## src/rtl/hilo_ctrl.sv

```systemverilog
// hilo_ctrl -- sequencing controller for the MIPS HI/LO register pair.
//
// Accepts MULT/MULTU/DIV/DIVU/MTHI/MTLO from EX, runs multiply and divide
// as 32-iteration shift-add / restoring-division loops, stalls the pipeline
// with busy while they run and drives the single 64-bit HI/LO write port.
//
// Ports:
//   clk, rst        clock, synchronous active-high reset
//   op_valid        EX holds a HI/LO operation (stable while busy)
//   op[2:0]         0 MULT, 1 MULTU, 2 DIV, 3 DIVU, 4 MTHI, 5 MTLO, 6/7 ignored
//   src_a, src_b    rs / rt operands
//   flush           kill of the EX instruction, overrides everything
//   hilo_q[63:0]    current {HI,LO}
//   busy            pipeline stall request
//   hilo_we         HI/LO write enable
//   hilo_wdata      HI/LO write data {HI,LO}
//
// Build option: define HILO_FAST_MUL_EN for a single-cycle multiplier that
// takes MULT/MULTU straight from IDLE to DONE. Divide timing is unchanged.
module hilo_ctrl (
    input  logic        clk,
    input  logic        rst,
    input  logic        op_valid,
    input  logic [2:0]  op,
    input  logic [31:0] src_a,
    input  logic [31:0] src_b,
    input  logic        flush,
    input  logic [63:0] hilo_q,
    output logic        busy,
    output logic        hilo_we,
    output logic [63:0] hilo_wdata
);

    typedef enum logic [1:0] {
        S_IDLE,
        S_MUL,
        S_DIV,
        S_DONE
    } state_t;

    state_t      state;
    logic [5:0]  cnt;
    logic [63:0] work;      // mul: {partial, multiplier}; div: {remainder, dividend}
    logic [31:0] opnd;      // mul: multiplicand; div: divisor
    logic        neg_res;   // product sign / quotient sign
    logic        neg_rem;   // remainder sign (dividend sign)
    logic        div_zero;
    logic [63:0] res;

    // ------------------------------------------------------------------
    // Decode and operand magnitudes
    // ------------------------------------------------------------------
    logic        is_mt, is_mul, is_div, signed_op;
    logic [31:0] mag_a, mag_b;

    always_comb begin
        is_mt     = (op == 3'd4) || (op == 3'd5);
        is_mul    = (op == 3'd0) || (op == 3'd1);
        is_div    = (op == 3'd2) || (op == 3'd3);
        signed_op = ~op[0];
        mag_a     = (signed_op && src_a[31]) ? (~src_a + 32'd1) : src_a;
        mag_b     = (signed_op && src_b[31]) ? (~src_b + 32'd1) : src_b;
    end

`ifdef HILO_FAST_MUL_EN
    // Sign-extending to 64 bits makes one unsigned multiply serve both MULT
    // and MULTU: the low 64 bits of the product are the same.
    logic [63:0] fast_prod;

    always_comb begin
        fast_prod = {{32{signed_op & src_a[31]}}, src_a} *
                    {{32{signed_op & src_b[31]}}, src_b};
    end
`else
    // ------------------------------------------------------------------
    // Shift-add multiply step: add multiplicand on multiplier LSB, shift
    // the 33-bit sum back into the top so the carry is not lost.
    // ------------------------------------------------------------------
    logic [32:0] mul_sum;
    logic [63:0] mul_next, mul_final;

    always_comb begin
        mul_sum   = {1'b0, work[63:32]} + (work[0] ? {1'b0, opnd} : 33'd0);
        mul_next  = {mul_sum, work[31:1]};
        mul_final = neg_res ? (~mul_next + 64'd1) : mul_next;
    end
`endif

    // ------------------------------------------------------------------
    // Restoring divide step. The remainder is always below the divisor,
    // so both the restored and subtracted values fit in 32 bits. A zero
    // divisor makes every trial succeed: the dividend magnitude shifts
    // into the remainder, and the sign fix then restores src_a exactly.
    // ------------------------------------------------------------------
    logic [32:0] rem_sh, rem_diff;
    logic        div_ge;
    logic [63:0] div_next;
    logic [31:0] quo_fix, rem_fix;

    always_comb begin
        rem_sh   = work[63:31];
        div_ge   = (rem_sh >= {1'b0, opnd});
        rem_diff = rem_sh - {1'b0, opnd};
        div_next = {(div_ge ? rem_diff[31:0] : rem_sh[31:0]), work[30:0], div_ge};
        if (div_zero)
            quo_fix = '1;
        else if (neg_res)
            quo_fix = ~div_next[31:0] + 32'd1;
        else
            quo_fix = div_next[31:0];
        rem_fix = neg_rem ? (~div_next[63:32] + 32'd1) : div_next[63:32];
    end

    // ------------------------------------------------------------------
    // State and datapath registers
    // ------------------------------------------------------------------
    always_ff @(posedge clk) begin
        if (rst) begin
            state    <= S_IDLE;
            cnt      <= '0;
            work     <= '0;
            opnd     <= '0;
            neg_res  <= 1'b0;
            neg_rem  <= 1'b0;
            div_zero <= 1'b0;
            res      <= '0;
        end else if (flush) begin
            state <= S_IDLE;
        end else begin
            case (state)
                S_IDLE: begin
                    if (op_valid && is_mul) begin
`ifdef HILO_FAST_MUL_EN
                        res   <= fast_prod;
                        state <= S_DONE;
`else
                        work    <= {32'd0, mag_b};
                        opnd    <= mag_a;
                        neg_res <= signed_op & (src_a[31] ^ src_b[31]);
                        cnt     <= '0;
                        state   <= S_MUL;
`endif
                    end else if (op_valid && is_div) begin
                        work     <= {32'd0, mag_a};
                        opnd     <= mag_b;
                        neg_res  <= signed_op & (src_a[31] ^ src_b[31]);
                        neg_rem  <= signed_op & src_a[31];
                        div_zero <= (src_b == 32'd0);
                        cnt      <= '0;
                        state    <= S_DIV;
                    end
                end
                S_MUL: begin
`ifndef HILO_FAST_MUL_EN
                    work <= mul_next;
                    cnt  <= cnt + 6'd1;
                    if (cnt == 6'd31) begin
                        res   <= mul_final;
                        state <= S_DONE;
                    end
`else
                    state <= S_IDLE;
`endif
                end
                S_DIV: begin
                    work <= div_next;
                    cnt  <= cnt + 6'd1;
                    if (cnt == 6'd31) begin
                        res   <= {rem_fix, quo_fix};
                        state <= S_DONE;
                    end
                end
                S_DONE: begin
                    // op_valid is ignored here so the completing op does not restart
                    state <= S_IDLE;
                end
                default: state <= S_IDLE;
            endcase
        end
    end

    // ------------------------------------------------------------------
    // Outputs: IDLE decisions are combinational from the request so the
    // stall and MTHI/MTLO write happen in the accept cycle.
    // ------------------------------------------------------------------
    always_comb begin
        busy       = 1'b0;
        hilo_we    = 1'b0;
        hilo_wdata = rst ? '0 : res;
        if (!rst && !flush) begin
            case (state)
                S_IDLE: begin
                    if (op_valid && is_mt) begin
                        hilo_we    = 1'b1;
                        hilo_wdata = (op == 3'd4) ? {src_a, hilo_q[31:0]}
                                                  : {hilo_q[63:32], src_a};
                    end else if (op_valid && (is_mul || is_div)) begin
                        busy = 1'b1;
                    end
                end
                S_MUL, S_DIV: busy = 1'b1;
                S_DONE:       hilo_we = 1'b1;
                default: ;
            endcase
        end
    end

endmodule

```

## config.mk

```make
export PLATFORM = sky130hd
export DESIGN_NAME = hilo_ctrl
export DESIGN_NICKNAME = d
export VERILOG_FILES = /design/src/rtl/hilo_ctrl.sv
export SDC_FILE = /design/constraint.sdc
export NUM_CORES = 1
export LEC_CHECK = 0
export CORE_MARGIN = 2
export CORE_UTILIZATION = 44
export DETAILED_ROUTE_END_ITERATION = 12
export PLACE_DENSITY_LB_ADDON = 0.12
export SLEW_MARGIN = 10
export SYNTH_ARGS = -nofsm -noshare
export SYNTH_HDL_FRONTEND = slang
export SYNTH_SLANG_ARGS = --single-unit
```

## constraint.sdc

```tcl
create_clock -name clk -period 4.95 [get_ports clk]
set_input_delay 0.7425 -clock clk [delete_from_list [all_inputs] [get_ports clk]]
set_output_delay 0.7425 -clock clk [all_outputs]
set_load 0.01 [all_outputs]
```

==> results.yml <==
cells_and_area:
  drive_above_1_share_pct: 8.983
  nets: 2985
  areaGrowthSynthToFinish_pct: 19.37
  fillCellCount: 4141
timing:
  final-hold-violation-count: 0
  setup_viol: 0
  max_slew_margin_pct: 21.48
  worst_slack_ns: 0.1888
  worst_pin_slew_ns: 1.178
  fmaxAchievable_ghz: 0.2100
  fin_crit_ns: 4.761
  period_share_pct: 96.19
  final_max_slew_viol_count: 0
  hold_ws_ns: 0.4533
  fin_skew_ns: 0.01565
clock_tree:
  htreeDepth: 4
  root_buffer: "clkbuf_16"
  worstSkewPairLatency_ns: 0.47
  numClockSinks: 171
  postCtsHoldBufs: 0
  cts_buffer_depth: 2
  cts_tree: "built"
  path_clk_slew_ns: 0.08
  cts-buffers-inserted: 17
floorplan:
  start_util_pct: 44.43
  die_area_um2: 43830
  die-height_um: 209.4
  die_w_um: 209.4
  io_pins: 201
  core_um2: 41760
  rows: 75
worst_setup_path:
  r2r-start: "work[0]$_SDFFE_PP0P_"
  cp-end-kind: "flop"
  worst-setup-path-type: "reg -> reg"
  path_max_fanout: 16
  cp.arrival_ns: 5.11
  ff2ff_path_depth: 15
  startpoint_type: "flop"
  worst_ep_required_time_ns: 5.30
  rrSetupSlack_ns: 0.19
  critPathLaunch: "work[0]$_SDFFE_PP0P_"
  critPathCapture: "res[57]$_SDFFE_PP0P_"
  reg2reg_to: "res[57]$_SDFFE_PP0P_"
logic_synthesis:
  ys_top_cells_by_area: "dfxtp_1 (18%), xnor2_1 (6.7%), nand2_1 (6.0%)"
  ys_top_cells_by_count: "nand2_1 (295), nor2_1 (257), a21oi_1 (217)"
  synth_cells: 2648
  synth-warning-count: 0
  synthFlopType: "dfxtp_1"
  yosysTopAreaCellShare_pct: 18.45
  synth_most_common_cell: "nand2_1"
  synth_top_area_cell: "dfxtp_1"
  ys_ff_latch: 171
  seq_area_frac_synth_pct: 18.45
  synth_edf_count: 0
  synth_cell_types: 87
  ys_async_sr_fraction_pct: 0
  syn_area_um2: 18550
  syn_nets: 2861
  avgSynthCellArea_um2: 7.007
global_route:
  use_met3_pct: 9.696
  grt_usage_pct: 35.93
  grt_pass1_wl_um: 120100
  grt.busiest_layer: "met2"
  grt_overflow: 0
  grt_max_degree: 88
  antenna_found_initial: 1
  use_met2_pct: 52.59
  grt_use_met1_pct: 49.96
  grt_pass1_vias: 19240
routing:
  routed_wl_um: 81500
  num_vias: 21320
  viasPerCell: 6.415
  wl_per_cell_um: 24.53
  drc_errors: 0
  ant_nets: 0
  drt_iter0_drc: 2683
  first_pass_iters: 6
worst_hold_path:
  worstHoldPathType: "reg -> reg"
power_and_ir_drop:
  peakVddDrop_mv: 0.2655
  power_density_nw_per_um2: 229.8
  power_mw: 5.090
  power.leakage_nw: 8.051
placed_design:
  place_ws_ns: 0.06111
  port_buffers: 200
  gp_congestion: 1.010
  post-dp-hpwl_um: 62840
flow_run:
  max_cap_violations: 0
run_status:
  outcome: "finished clean"
## state kept, by name (all words and copies together), names as in the netlist
name      flops
state         2
work         64
res          64
opnd         32
cnt           6
neg_res       1
div_zero      1
neg_rem       1
## through the flow
stage	area, um^2	TNS (ns)	std cells	utilization (%)
CTS	22010	0	3322	52.72
detailed placement	21450	0	3292	51.36
global route	22150	-0.04621	3322	53.03
global placement	21450	0	3292	51.36
floorplan	18570	0	2648	-
finish	22150	0	3323	53.04
## area by class of cell
class / count / area, um^2 / area share [%]
repair buffers: 332 / 3007 / 13.57
well taps: 539 / 674.4 / 3.045
flip-flops and latches: 171 / 3425 / 15.46
inverters: 70 / 262.8 / 1.186
multi-input cells: 2180 / 14210 / 64.15
diodes: 1 / 2.502 / 0.01130
clock inverters: 12 / 140.1 / 0.6327
clock buffers: 18 / 429.2 / 1.938
## per-layer routing
layer,routed length (um),up-vias
met5,0,-
met4,3224,0
met3,9315,157
met2,33500,1197
met1,35460,10080
li1,-,9886
## repair_timing
| action | CTS | global route |
|---|---|---|
| endpoints found under the setup margin | 0 | 6 |
| endpoints found under the hold margin | 0 | 0 |
| resized for setup | 0 | 26 |
| buffers inserted | 0 | 0 |
## cell families after synthesis
family / after synthesis / share of synthesized area [%]
muxes: 95 / 5.199
AOI/OAI and AO/OA: 860 / 30.28
DFF: 171 / 18.45
and+or+nand+nor: 931 / 24.40
buffers and inverters: 297 / 6.130
adders and majority gates: 78 / 5.341
xor gates and xnor gates: 216 / 10.20
## worst min-delay path by stage
| stage | from | end | slack [ns] | cells after the start |
|---|---|---|---|---|
| 6_report | opnd[29]$_SDFFE_PP0P_ | opnd[29]$_SDFFE_PP0P_ | 0.45 | 2 |
| 4_1_cts | opnd[29]$_SDFFE_PP0P_ | opnd[29]$_SDFFE_PP0P_ | 0.45 | 2 |
| 3_3_place_gp | res[23]$_SDFFE_PP0P_ | res[23]$_SDFFE_PP0P_ | 0.44 | 2 |
| 3_5_place_dp | opnd[29]$_SDFFE_PP0P_ | opnd[29]$_SDFFE_PP0P_ | 0.45 | 2 |
| 2_1_floorplan | res[42]$_SDFFE_PP0P_ | res[42]$_SDFFE_PP0P_ | 0.43 | 2 |
| 5_1_grt | opnd[29]$_SDFFE_PP0P_ | opnd[29]$_SDFFE_PP0P_ | 0.47 | 2 |
## critical path, stage by stage (launching register included)
cell	delay, ns
dfxtp_1	0.37
clkinv_1	0.12
buf_4	0.22
nor2_1	0.11
ha_1	0.27
a211oi_4	0.38
o22ai_4	0.16
o2bb2ai_2	0.20
or4_4	0.44
and2_4	0.16
or4_4	0.52
or4_4	0.61
o41ai_2	0.45
xnor2_1	0.16
nor3_1	0.06
a2111oi_0	0.40
## power breakdown
group,total [mW],internal [mW],switching (mW)
sequential,1.47,1.41,0.0567
combinational,2.23,0.807,1.42
clock,1.39,0.745,0.649
total,5.09,2.96,2.13
## placed cells by master (no fill, tap or decap), types with 11 or more instances in the layout
cell / synthesis / final
inv_1: 68 / 68
or3_1: 30 / 28
ha_1: 76 / 67
nand2_1: 295 / 295
o31ai_1: 42 / 42
a21oi_1: 217 / 214
a22o_1: 25 / 25
and3_1: 14 / 14
nand2b_1: 20 / 19
o221ai_1: 32 / 32
a22oi_1: 60 / 60
clkdlybuf4s50_1: 0 / 199
nor4_1: 23 / 22
or4_1: 16 / 15
nor2_1: 257 / 253
nand3b_1: 79 / 79
buf_4: 0 / 131
mux2i_1: 84 / 84
nand4_1: 21 / 21
clkbuf_16: 0 / 17
a21o_1: 19 / 19
o21ai_0: 207 / 206
o41ai_1: 20 / 17
a31oi_1: 18 / 18
o21a_1: 18 / 18
xnor2_1: 142 / 142
and2_1: 19 / 18
mux2_2: 11 / 11
nor3_1: 58 / 57
a211oi_1: 51 / 49
o211ai_1: 49 / 49
or2_2: 17 / 17
dfxtp_1: 171 / 170
xor2_1: 74 / 74
nand3_1: 39 / 38
Note: power is estimated with default switching activity, not from simulation.
